===== config.mk =====
export PLATFORM = sky130hd
export DESIGN_NAME = fb_port_arbiter
export DESIGN_NICKNAME = d
export VERILOG_FILES = /design/src/rtl/fb_port_arbiter.sv
export SDC_FILE = /design/constraint.sdc
export NUM_CORES = 1
export LEC_CHECK = 0
export CAP_MARGIN = 40
export CORE_UTILIZATION = 25
export CTS_BUF_LIST = sky130_fd_sc_hd__clkbuf_4
export CTS_CLUSTER_DIAMETER = 100
export CTS_CLUSTER_SIZE = 8
export DETAILED_ROUTE_END_ITERATION = 16
export MAX_ROUTING_LAYER = met4
export PLACE_DENSITY_LB_ADDON = 0.08
export SLEW_MARGIN = 20
export SYNTH_ARGS = -nofsm -noshare
export SYNTH_HDL_FRONTEND = slang
export SYNTH_SLANG_ARGS = --single-unit

===== constraint.sdc =====
create_clock -name clk -period 3.4 [get_ports clk]
set_input_delay 0.34 -clock clk [delete_from_list [all_inputs] [get_ports clk]]
set_output_delay 0.34 -clock clk [all_outputs]
set_load 0.01 [all_outputs]

===== src/rtl/fb_port_arbiter.sv =====
// Round-robin arbiter sharing the single-port 1-bit frame buffer RAM between N_REQ requesters.
// Owners hold the port for bursts; a hold counter forces a handover when others are waiting.
module fb_port_arbiter #(
  parameter int N_REQ      = 3,
  parameter int PIXEL_NUM  = 76800,
  parameter int ADDR_WIDTH = $clog2(PIXEL_NUM),
  parameter int MAX_HOLD   = 64
) (
  input  logic                        clk,
  input  logic                        reset,
  input  logic [N_REQ-1:0]            req,
  input  logic [N_REQ-1:0]            req_we,
  input  logic [N_REQ*ADDR_WIDTH-1:0] req_addr,
  input  logic [N_REQ-1:0]            req_data,
  output logic [N_REQ-1:0]            gnt,
  output logic [N_REQ-1:0]            rvalid,
  output logic                        rdata,
  output logic [ADDR_WIDTH-1:0]       ram_addr,
  output logic                        ram_data,
  output logic                        ram_write_en,
  input  logic                        ram_q,
  output logic                        addr_err
);

  localparam int OW  = (N_REQ > 1) ? $clog2(N_REQ) : 1;
  localparam int HW  = $clog2(MAX_HOLD + 1);
  localparam int AW1 = ADDR_WIDTH + 1;
  localparam logic [AW1-1:0] PixLimit = AW1'(PIXEL_NUM);

  typedef enum logic [0:0] {StIdle, StOwned} state_e;

  state_e           r_state, w_state_nxt;
  logic [OW-1:0]    r_owner, w_owner_nxt;
  logic [OW-1:0]    r_last, w_last_nxt;
  logic [HW-1:0]    r_hold, w_hold_nxt;
  logic [N_REQ-1:0] r_rvalid, w_rvalid_nxt;
  logic             r_rd_bad, w_rd_bad_nxt;
  logic             r_addr_err, w_addr_err_nxt;

  logic [N_REQ-1:0]      w_own_oh;
  logic [ADDR_WIDTH-1:0] w_own_addr;
  logic                  w_own_req, w_own_we, w_own_data, w_own_legal, w_beat;

  logic [OW-1:0]    w_rr_base, w_rr_idx, w_rr_pick;
  logic [N_REQ-1:0] w_rr_mask;
  logic             w_rr_found;

  assign w_own_oh   = N_REQ'(1) << r_owner;
  assign w_own_req  = |(req & w_own_oh);
  assign w_own_we   = |(req_we & w_own_oh);
  assign w_own_data = |(req_data & w_own_oh);

  always_comb begin
    w_own_addr = '0;
    for (int i = 0; i < N_REQ; i++) begin
      if (r_owner == OW'(i)) w_own_addr = req_addr[i*ADDR_WIDTH +: ADDR_WIDTH];
    end
  end

  assign w_own_legal = {1'b0, w_own_addr} < PixLimit;
  assign w_beat      = (r_state == StOwned) && w_own_req;

  // In OWNED the search skips the current owner, which doubles as the new last-owner pointer.
  assign w_rr_base = (r_state == StIdle) ? r_last : r_owner;
  assign w_rr_mask = (r_state == StIdle) ? req : (req & ~w_own_oh);

  always_comb begin
    w_rr_found = 1'b0;
    w_rr_pick  = '0;
    w_rr_idx   = '0;
    for (int k = 1; k <= N_REQ; k++) begin
      w_rr_idx = OW'((int'(w_rr_base) + k) % N_REQ);
      if (!w_rr_found && w_rr_mask[w_rr_idx]) begin
        w_rr_found = 1'b1;
        w_rr_pick  = w_rr_idx;
      end
    end
  end

  always_comb begin
    w_state_nxt    = r_state;
    w_owner_nxt    = r_owner;
    w_last_nxt     = r_last;
    w_hold_nxt     = r_hold;
    w_rvalid_nxt   = '0;
    w_rd_bad_nxt   = 1'b0;
    w_addr_err_nxt = r_addr_err;
    unique case (r_state)
      StIdle: begin
        if (w_rr_found) begin
          w_owner_nxt = w_rr_pick;
          w_hold_nxt  = '0;
          w_state_nxt = StOwned;
        end
      end
      StOwned: begin
        if (!w_own_req) begin
          w_last_nxt = r_owner;
          w_hold_nxt = '0;
          if (w_rr_found) w_owner_nxt = w_rr_pick;
          else            w_state_nxt = StIdle;
        end else begin
          if (!w_own_we) begin
            w_rvalid_nxt = w_own_oh;
            w_rd_bad_nxt = !w_own_legal;
          end
          if (!w_own_legal) w_addr_err_nxt = 1'b1;
          // The beat that completes MAX_HOLD hands over if anyone else is waiting.
          if ((r_hold >= HW'(MAX_HOLD - 1)) && w_rr_found) begin
            w_last_nxt  = r_owner;
            w_owner_nxt = w_rr_pick;
            w_hold_nxt  = '0;
          end else if (r_hold < HW'(MAX_HOLD)) begin
            w_hold_nxt = r_hold + HW'(1);
          end
        end
      end
      default: w_state_nxt = StIdle;
    endcase
  end

  always_ff @(posedge clk or posedge reset) begin
    if (reset) begin
      r_state    <= StIdle;
      r_owner    <= '0;
      r_last     <= OW'(N_REQ - 1);
      r_hold     <= '0;
      r_rvalid   <= '0;
      r_rd_bad   <= 1'b0;
      r_addr_err <= 1'b0;
    end else begin
      r_state    <= w_state_nxt;
      r_owner    <= w_owner_nxt;
      r_last     <= w_last_nxt;
      r_hold     <= w_hold_nxt;
      r_rvalid   <= w_rvalid_nxt;
      r_rd_bad   <= w_rd_bad_nxt;
      r_addr_err <= w_addr_err_nxt;
    end
  end

  assign gnt          = w_beat ? w_own_oh : '0;
  assign ram_addr     = w_beat ? w_own_addr : '0;
  assign ram_data     = w_beat & w_own_data;
  assign ram_write_en = w_beat & w_own_we & w_own_legal;
  assign rvalid       = r_rvalid;
  assign rdata        = ram_q & ~r_rd_bad;
  assign addr_err     = r_addr_err;

endmodule


# After elaboration in Yosys (flattened, before gate mapping)
# Cells that the tools add are included.
# totals
ff_bits,17
in_bits,63
word_cells,92
# classes
addsub,4
n_div,3
order_cmp,6
eq_ne,6
n_shift,1
n_mux,39
n_bitwise,12
n_reduce_logical,14
# op_table
cell,n
remainder unit 32 x 3 -> 32 bit (second input constant),3
2-to-1 mux 17 bit,4
2-to-1 mux 7 bit,4
2-to-1 mux 2 bit,9
less-than comparator 17 bit (second input constant),1
2-to-1 mux 3 bit,5
case mux 7 bit (2 select lines),1
AND 3 bit,4
2-to-1 mux 1 bit,11
less-than comparator 2 x 3 -> 1 bit (second input constant),3
OR reduction 3 bit,3
adder 7 x 1 -> 7 bit (second input constant),1
greater-or-equal comparator 7 x 6 -> 1 bit (second input constant),1
less-than comparator 7 bit (second input constant),1
adder 2 x 2 -> 3 bit (second input constant),2
binary-select mux 1 bit (select 2 bit),3
AND 1 bit,4
logical AND 1 bit,4
inequality test 4 x 2 -> 1 bit (second input constant),1
case mux 2 bit (2 select lines),1
AND reduction 2 bit,2
adder 2 x 1 -> 3 bit (second input constant),1
zero test 1 bit,3
inequality test 3 x 2 -> 1 bit (second input constant),1
10 further kinds,12

# Logic depth before layout (Yosys ltp)
# Gate-level depths: netlist (run 1).
# logic_depth
word_depth,17
depth_mapped,14
mapped_depth_nobuf,10

# Worst setup path after synthesis (run 1)
# No wires, ideal clock.
# synth_timing
path_kind,register -> register
startpoint,register r_owner[1]
endpoint,register r_owner[0]
setup_time_ns,0.126
t_arrival_ns,2.672
path_slack_ns,0.602
stages_incl_launch_ff,14
n_path_buf,5
period_less_slack_ns,2.798
path_cell_list,dfrtp_1 -> buf_2 -> clkbuf_1 -> clkbuf_1 -> a21oi_1 -> inv_1 -> ha_1 -> clkbuf_1 -> nor3b_1 -> a32oi_1 -> o211a_1 -> buf_4 -> o21a_1 -> o32a_1
# synth_via
elab_chain_len,16
elab_cells_between_ends,35
cone_classes,3 x add/sub; 3 x div; 1 x eq/ne; 1 x shift; 18 x mux; 3 x bitwise; 6 x reduce/logical
# synth_lines
item,line_no,rtl
start: declaration,33,"logic [OW-1:0] r_owner, w_owner_nxt;"
start signal: assignment,133,r_owner <= w_owner_nxt;
branches (longest 16 deep; another with remainder unit 32 x 3 -> 32 bit),n/a,
# Several ways; the timed one is not identified. The select of a mux whose other input is x is not followed.
# A chain may end at the register's enable or synchronous reset.

# Worst setup path after layout (run 1)
# layout_timing
startpoint,register r_owner[0]
endpoint,output ram_write_en
# layout_via
elab_chain_len,6
elab_cells_between_ends,15
cone_classes,1 x order compare; 2 x eq/ne; 1 x shift; 3 x mux; 4 x bitwise; 4 x reduce/logical
# layout_lines
item,line_no,rtl
zero test 2 bit or << shifter 1 x 2 -> 3 bit (tied branches),"56, 48",
2-to-1 mux 17 bit or AND 3 bit (tied branches),"56, 49",
2-to-1 mux 17 bit or OR reduction 3 bit (tied branches),"56, 49",
2-to-1 mux 17 bit or logical AND 1 bit (tied branches),"56, 61",
less-than comparator 17 bit or AND 1 bit (tied branches),"60, 145",
AND 1 bit (*),145,assign ram_write_en = w_beat & w_own_we & w_own_legal;
end: declaration,20,"output logic ram_write_en,"
# Every way passes the cells marked *; elsewhere a longest branch is shown, timed or not.

==> impl_metrics.ini, run 1 <==
[run_status]
outcome = finished clean

[setup_path]
cp-start-kind = flop
critPathBufInv = 2
cpMostUsedCell = o211a_1
cp_data_required_time_ns = 3.06
worstPathCellList = buf_4, mux2i_1, a2bb2oi_1, o21a_1, o211a_1, o211a_1, clkdlybuf4s50_1
cp.arrival_ns = 2.73
cp_slowest_cell = dfrtp_1
endpoint_kind = output port
cp_max_fo = 15
cp_slowest_stage_delay_ns = 0.60
path_delay_family = buffers and inverters
worst-setup-path-type = flop to output port

[sta]
finalCritPeriodShare_pct = 90.2
finalSetupViolCount = 0
relSlewSlack_pct = 56.7
hold_viol_final = 0
period_needed_ns = 3.07
tns_ns = 0
rsz0062_at_grt = no
worstMarginPinSlew_ns = 0.649
fin_skew_ns = 0.00219
timing.fmax_mhz = 326
final_max_slew_viol_count = 0

[place]
place_congestion = 0.721
dp_hpwl_um = 4250
port_buffers = 89

[clocking]
clock_path_buffers = 2
post_cts_resized = 0
hold_buffers = 0
postCtsSetupBuffers = 0
tritoncts = done
htree_levels = 1
cts_root_buf = clkbuf_4
clock_latency_ns = 0.29
cts_buffers = 3
cts_sinks = 17
clkTransAtPathRegs_ns = 0.10

[yosys]
syn_nets = 287
synth_cells = 220
synth_edf_count = 0
yosys.cell_types.count = 56
synth-seq-cells = 17
synth.top_cell.area_share_pct = 23.1
synth-main-ff-cell = dfrtp_1
avgSynthCellArea_um2 = 7.89
synth_area_leaders = dfrtp_1 (23%), mux2i_1 (12%), nor2_1 (8.9%)
ys_seq_area_share_pct = 24.6
yosysWarnings = 0
synth_area_leader_cell = dfrtp_1
syn_area_um2 = 1740
synthArstFlopShare_pct = 100

[power_and_ir_drop]
switching_power_w = 0.00110
intPower_w = 0.00109
swShare_pct = 50.2
power.density_nw_per_um2 = 801
peakVddDrop_mv = 0.307
clkPwrFrac_pct = 5.4
p_comb_share_pct = 79.8
seqPwrFrac_pct = 14.8
cellLeakagePower_nw = 1.13

[cells_and_area]
fillers = 701
nets = 373
ff_latch_area_um2 = 427
multi_input_area_um2 = 1190
final_core_util_pct = 40.4
area_growth_syn_to_layout_pct = 57.3
diodes = 0
most-common-layout-cells = clkdlybuf4s50_1 (89), nor2_1 (41), a21oi_1 (21)
final_common_cell = clkdlybuf4s50_1
drive_gt1_share_pct = 7.21

[routing]
ant_nets = 0
routed_wl_um = 5500
drtPass1Iterations = 4
wl_per_cell_um = 14.3
drc = 0
drt-vias-per-instance = 4.98
vias = 1917
drt_iter0_drc = 59

[global_route]
overflow = 0
grt_usage_pct = 15.6
grt_pass1_wl_um = 8790
antenna_found_initial = 0
grt_pass1_vias = 1750
grt_max_degree = 23

[hold_path]
hp-class = input pin to asynchronous set/reset pin

[flow_run]
max_cap_violations = 0

[die]
die_x_um = 85.3
start_util_pct = 25.7
rows = 30
boundaryPins = 90
core_um2 = 6760
dieArea_um2 = 7280
dieHeight_um = 85.3
==> stage by stage <==
| stage | cells | cell area, um^2 | hold slack [ns] | setup WS [ns] | power (W) |
|---|---|---|---|---|---|
| floorplan | 220 | 1740 | 0.265 | 0.602 | 0.00159 |
| global placement | 381 | 2700 | 0.456 | 0.591 | 0.00210 |
| detailed placement | 381 | 2700 | 0.452 | 0.505 | 0.00209 |
| CTS | 385 | 2730 | 0.463 | 0.315 | 0.00221 |
| global route | 385 | 2730 | 0.508 | 0.110 | 0.00240 |
| finish | 385 | 2730 | 0.440 | 0.333 | 0.00219 |
==> power groups by stage <==
| stage | logic (W) | clock network (W) | registers, W |
|---|---|---|---|
| 4_1_cts | 0.00176 | 0.000122 | 0.000324 |
| 6_report | 0.00174 | 0.000118 | 0.000324 |
| 5_1_grt | 0.00193 | 0.000135 | 0.000334 |
| 2_1_floorplan | 0.00129 | 0 | 0.000300 |
| 3_5_place_dp | 0.00176 | 0 | 0.000328 |
| 3_3_place_gp | 0.00178 | 0 | 0.000325 |
==> registers in the layout (all words and copies together), names as in the netlist <==
signal / flops
r_hold: 7
rvalid: 3
r_last: 2
r_owner: 2
addr_err: 1
r_rd_bad: 1
r_state: 1
==> layout make-up <==
class,instances,area share (%)
well taps,80,3.66
repair buffers,97,34.8
inverters,8,1.10
multi-input cells,179,43.7
flip-flops and latches,17,15.6
clock buffers,4,1.10
==> path summary, 6_finish.rpt <==
check | depth (start not counted) | slack (ns) | start | end
setup / recovery | 7 | 0.33 | r_owner[0] | ram_write_en
min in group clk | 2 | 0.47 | addr_err | addr_err
setup reg to reg | 9 | 0.51 | r_state | r_hold[2]
hold reg to reg | 2 | 0.47 | addr_err | addr_err
max in group asynchronous | 2 | 2.55 | reset | r_owner[0]
hold / removal | 2 | 0.44 | reset | r_hold[2]
==> synthesized netlist by cell type (3+ instances only) <==
| cell | instances |
|---|---|
| a21oi_1 | 21 |
| o21a_1 | 3 |
| nand4_1 | 5 |
| mux2i_1 | 20 |
| nor2b_1 | 6 |
| inv_1 | 8 |
| nor3_1 | 4 |
| a31oi_1 | 3 |
| nand2_1 | 6 |
| clkbuf_1 | 6 |
| nand3b_1 | 3 |
| buf_4 | 3 |
| nand3_1 | 8 |
| o211a_1 | 3 |
| dfrtp_1 | 16 |
| a2bb2oi_1 | 3 |
| a32oi_1 | 3 |
| o31ai_1 | 5 |
| nor2_1 | 41 |
| nand2b_1 | 3 |
| ha_1 | 4 |
| buf_2 | 6 |
==> cells by family after synthesis <==
kind of cell               Yosys count  share of synthesized area, %
and+or+nand+nor                     88                          25.1
adders and majority gates            4                          2.88
xor gates and xnor gates             3                          1.51
buffers and inverters               24                          6.70
AOI/OAI and AO/OA                   64                          27.7
DFF                                 17                          24.6
muxes                               20                          11.5
==> worst register-to-register path, cell delays in order, from the launching register on <==
cell and delay [ns]:
dfrtp_1 0.64, and2b_1 0.25, a21oi_1 0.16, inv_1 0.08, ha_1 0.44, nor3b_1 0.09
a32oi_1 0.17, o211a_1 0.54, a21oi_2 0.18, o31ai_1 0.26
==> metal layers <==
layer | vias to the layer above | GRT usage [%] | part of all wire (%)
li1 | 983 | - | -
met1 | 888 | 20.6 | 46
met2 | 42 | 25.4 | 50
met3 | 4 | 1.56 | 2.7
met4 | 0 | 4.24 | 1.2
met5 | - | - | 0
Power figures use the tool's default switching activity.
==> run 2, diff against run 1 <==
- CORE_UTILIZATION: 25 -> 40
- CTS_CLUSTER_SIZE: 8 -> 30
- GPL_ROUTABILITY_DRIVEN: default -> 1
==> run 2 against run 1 <==
Effect of this change: via count grew 4.0%; largest power group unchanged; count of clock-buffer cells in the layout shrank 1; sequential share of layout area rose by 0.32 points; maximum frequency increased by 1.8%; highest routed layer unchanged; largest cell class unchanged; critical path type unchanged; critical path depth decreased by 1; power down 1.1%; cell count decreased by 8.3%; non-clock buffer count down 2.
==> impl_metrics.ini, run 2 (synthesized netlist as in run 1, its figures left out) <==
[run_status]
outcome = finished clean

[routing]
vias = 1994
drtPass1Iterations = 4
wl_per_cell_um = 15.0
drt_iter0_drc = 112
routed_wl_um = 5280
drt-vias-per-instance = 5.65
ant_nets = 0
drc = 0

[clocking]
clock_path_buffers = 2
cts_root_buf = clkbuf_4
postCtsSetupBuffers = 0
clock_latency_ns = 0.29
hold_buffers = 0
htree_levels = 1
cts_sinks = 17
post_cts_resized = 0
tritoncts = done
clkTransAtPathRegs_ns = 0.10
cts_buffers = 3

[sta]
worstMarginPinSlew_ns = 0.648
final_max_slew_viol_count = 0
hold_viol_final = 0
period_needed_ns = 3.01
fin_ws_ns = 0.385
relSlewSlack_pct = 56.8
finalCritPeriodShare_pct = 88.7
tns_ns = 0
fin_skew_ns = 0.00273
finalSetupViolCount = 0
timing.fmax_mhz = 332
rsz0062_at_grt = no

[cells_and_area]
diodes = 0
nets = 371
final_cells = 353
drive_gt1_share_pct = 6.60
most-common-layout-cells = clkdlybuf4s50_1 (89), nor2_1 (41), a21oi_1 (21)
regMostFlops = r_hold
largest_reg_flops = 7
final_common_cell = clkdlybuf4s50_1
area_growth_syn_to_layout_pct = 54.1

[setup_path]
worstPathCellList = buf_4, mux2i_1, nor2_1, a21oi_1, o211a_1, clkdlybuf4s50_1
path_delay_family = buffers and inverters
cp_slowest_stage_delay_ns = 0.66
cp_max_fo = 22
worst-setup-path-type = flop to output port
endpoint_kind = output port
cp.arrival_ns = 2.67
cp_data_required_time_ns = 3.06
cp_slowest_cell = dfrtp_1
critPathBufInv = 2
cp-start-kind = flop

[place]
port_buffers = 89
dp_hpwl_um = 4050
dp_slack_ns = 0.489
dp_cells = 349
place_congestion = 0.872

[power_and_ir_drop]
power.density_nw_per_um2 = 808
seqPwrFrac_pct = 15.7
switching_power_w = 0.00109
p_comb_share_pct = 79.2
peakVddDrop_mv = 0.970
intPower_w = 0.00107
clkPwrFrac_pct = 5.1
swShare_pct = 50.5
cellLeakagePower_nw = 1.12

[global_route]
grt_pass1_wl_um = 8090
antenna_found_initial = 0
grt_pass1_vias = 1755
overflow = 0
grt_max_degree = 26
grt_usage_pct = 23.6

[die]
rows = 23
start_util_pct = 42.5
dieArea_um2 = 4610
core_um2 = 4090
dieHeight_um = 67.9
die_x_um = 67.9
boundaryPins = 90

[flow_run]
max_cap_violations = 0

[hold_path]
hp-class = input pin to asynchronous set/reset pin
run 2: cell types whose count changed in the layout (fill, tap and decap cells not counted):
cell / delta
clkbuf_4: -1
clkinv_2: +1
buf_4: -2
run 2: layer usage:
| metal | up-vias | wire length (um) | global-route usage, % |
|---|---|---|---|
| met5 | - | 0 | - |
| li1 | 976 | - | - |
| met3 | 10 | 205 | 2.83 |
| met4 | 0 | 94 | 7.81 |
| met1 | 936 | 2270 | 29.3 |
| met2 | 72 | 2710 | 39.7 |
run 2: worst paths after layout:
path / startpoint / end / slack (ns) / cells after the start
worst min-delay path: reset / rvalid[1] / 0.44 / 2
worst max-delay path: r_owner[0] / ram_write_en / 0.39 / 6
worst min register to register: addr_err / addr_err / 0.48 / 2
min in group clk: addr_err / addr_err / 0.48 / 2
worst max register to register: r_state / r_hold[2] / 0.40 / 9
max in group asynchronous: reset / r_hold[5] / 2.54 / 2
run 2: final cells by class:
class	instances	area, um^2
Timing Repair Buffer	95	936
Fill cell	364	1410
Tap cell	50	62.6
Clock buffer	3	22.5
Inverter	8	30.0
Clock inverter	1	5.00
Multi-Input combinational cell	179	1190
Sequential cell	17	427
run 2: power by group through the flow:
stage          Clock (W)  Sequential [W]  Combinational [W]
2_1_floorplan          0        0.000300            0.00129
3_3_place_gp           0        0.000342            0.00170
3_5_place_dp           0        0.000344            0.00170
4_1_cts         0.000115        0.000340            0.00171
5_1_grt         0.000125        0.000350            0.00189
6_report        0.000110        0.000339            0.00171
run 2: stage by stage:
step	power [W]	instance area (um^2)	utilization [%]	hold WS, ns
5_1_grt	0.00236	2680	65.5	0.507
4_1_cts	0.00216	2680	65.5	0.471
3_5_place_dp	0.00204	2650	64.8	0.465
3_3_place_gp	0.00205	2650	64.8	0.455
2_1_floorplan	0.00159	1740	-	0.265
6_report	0.00216	2680	65.5	0.443
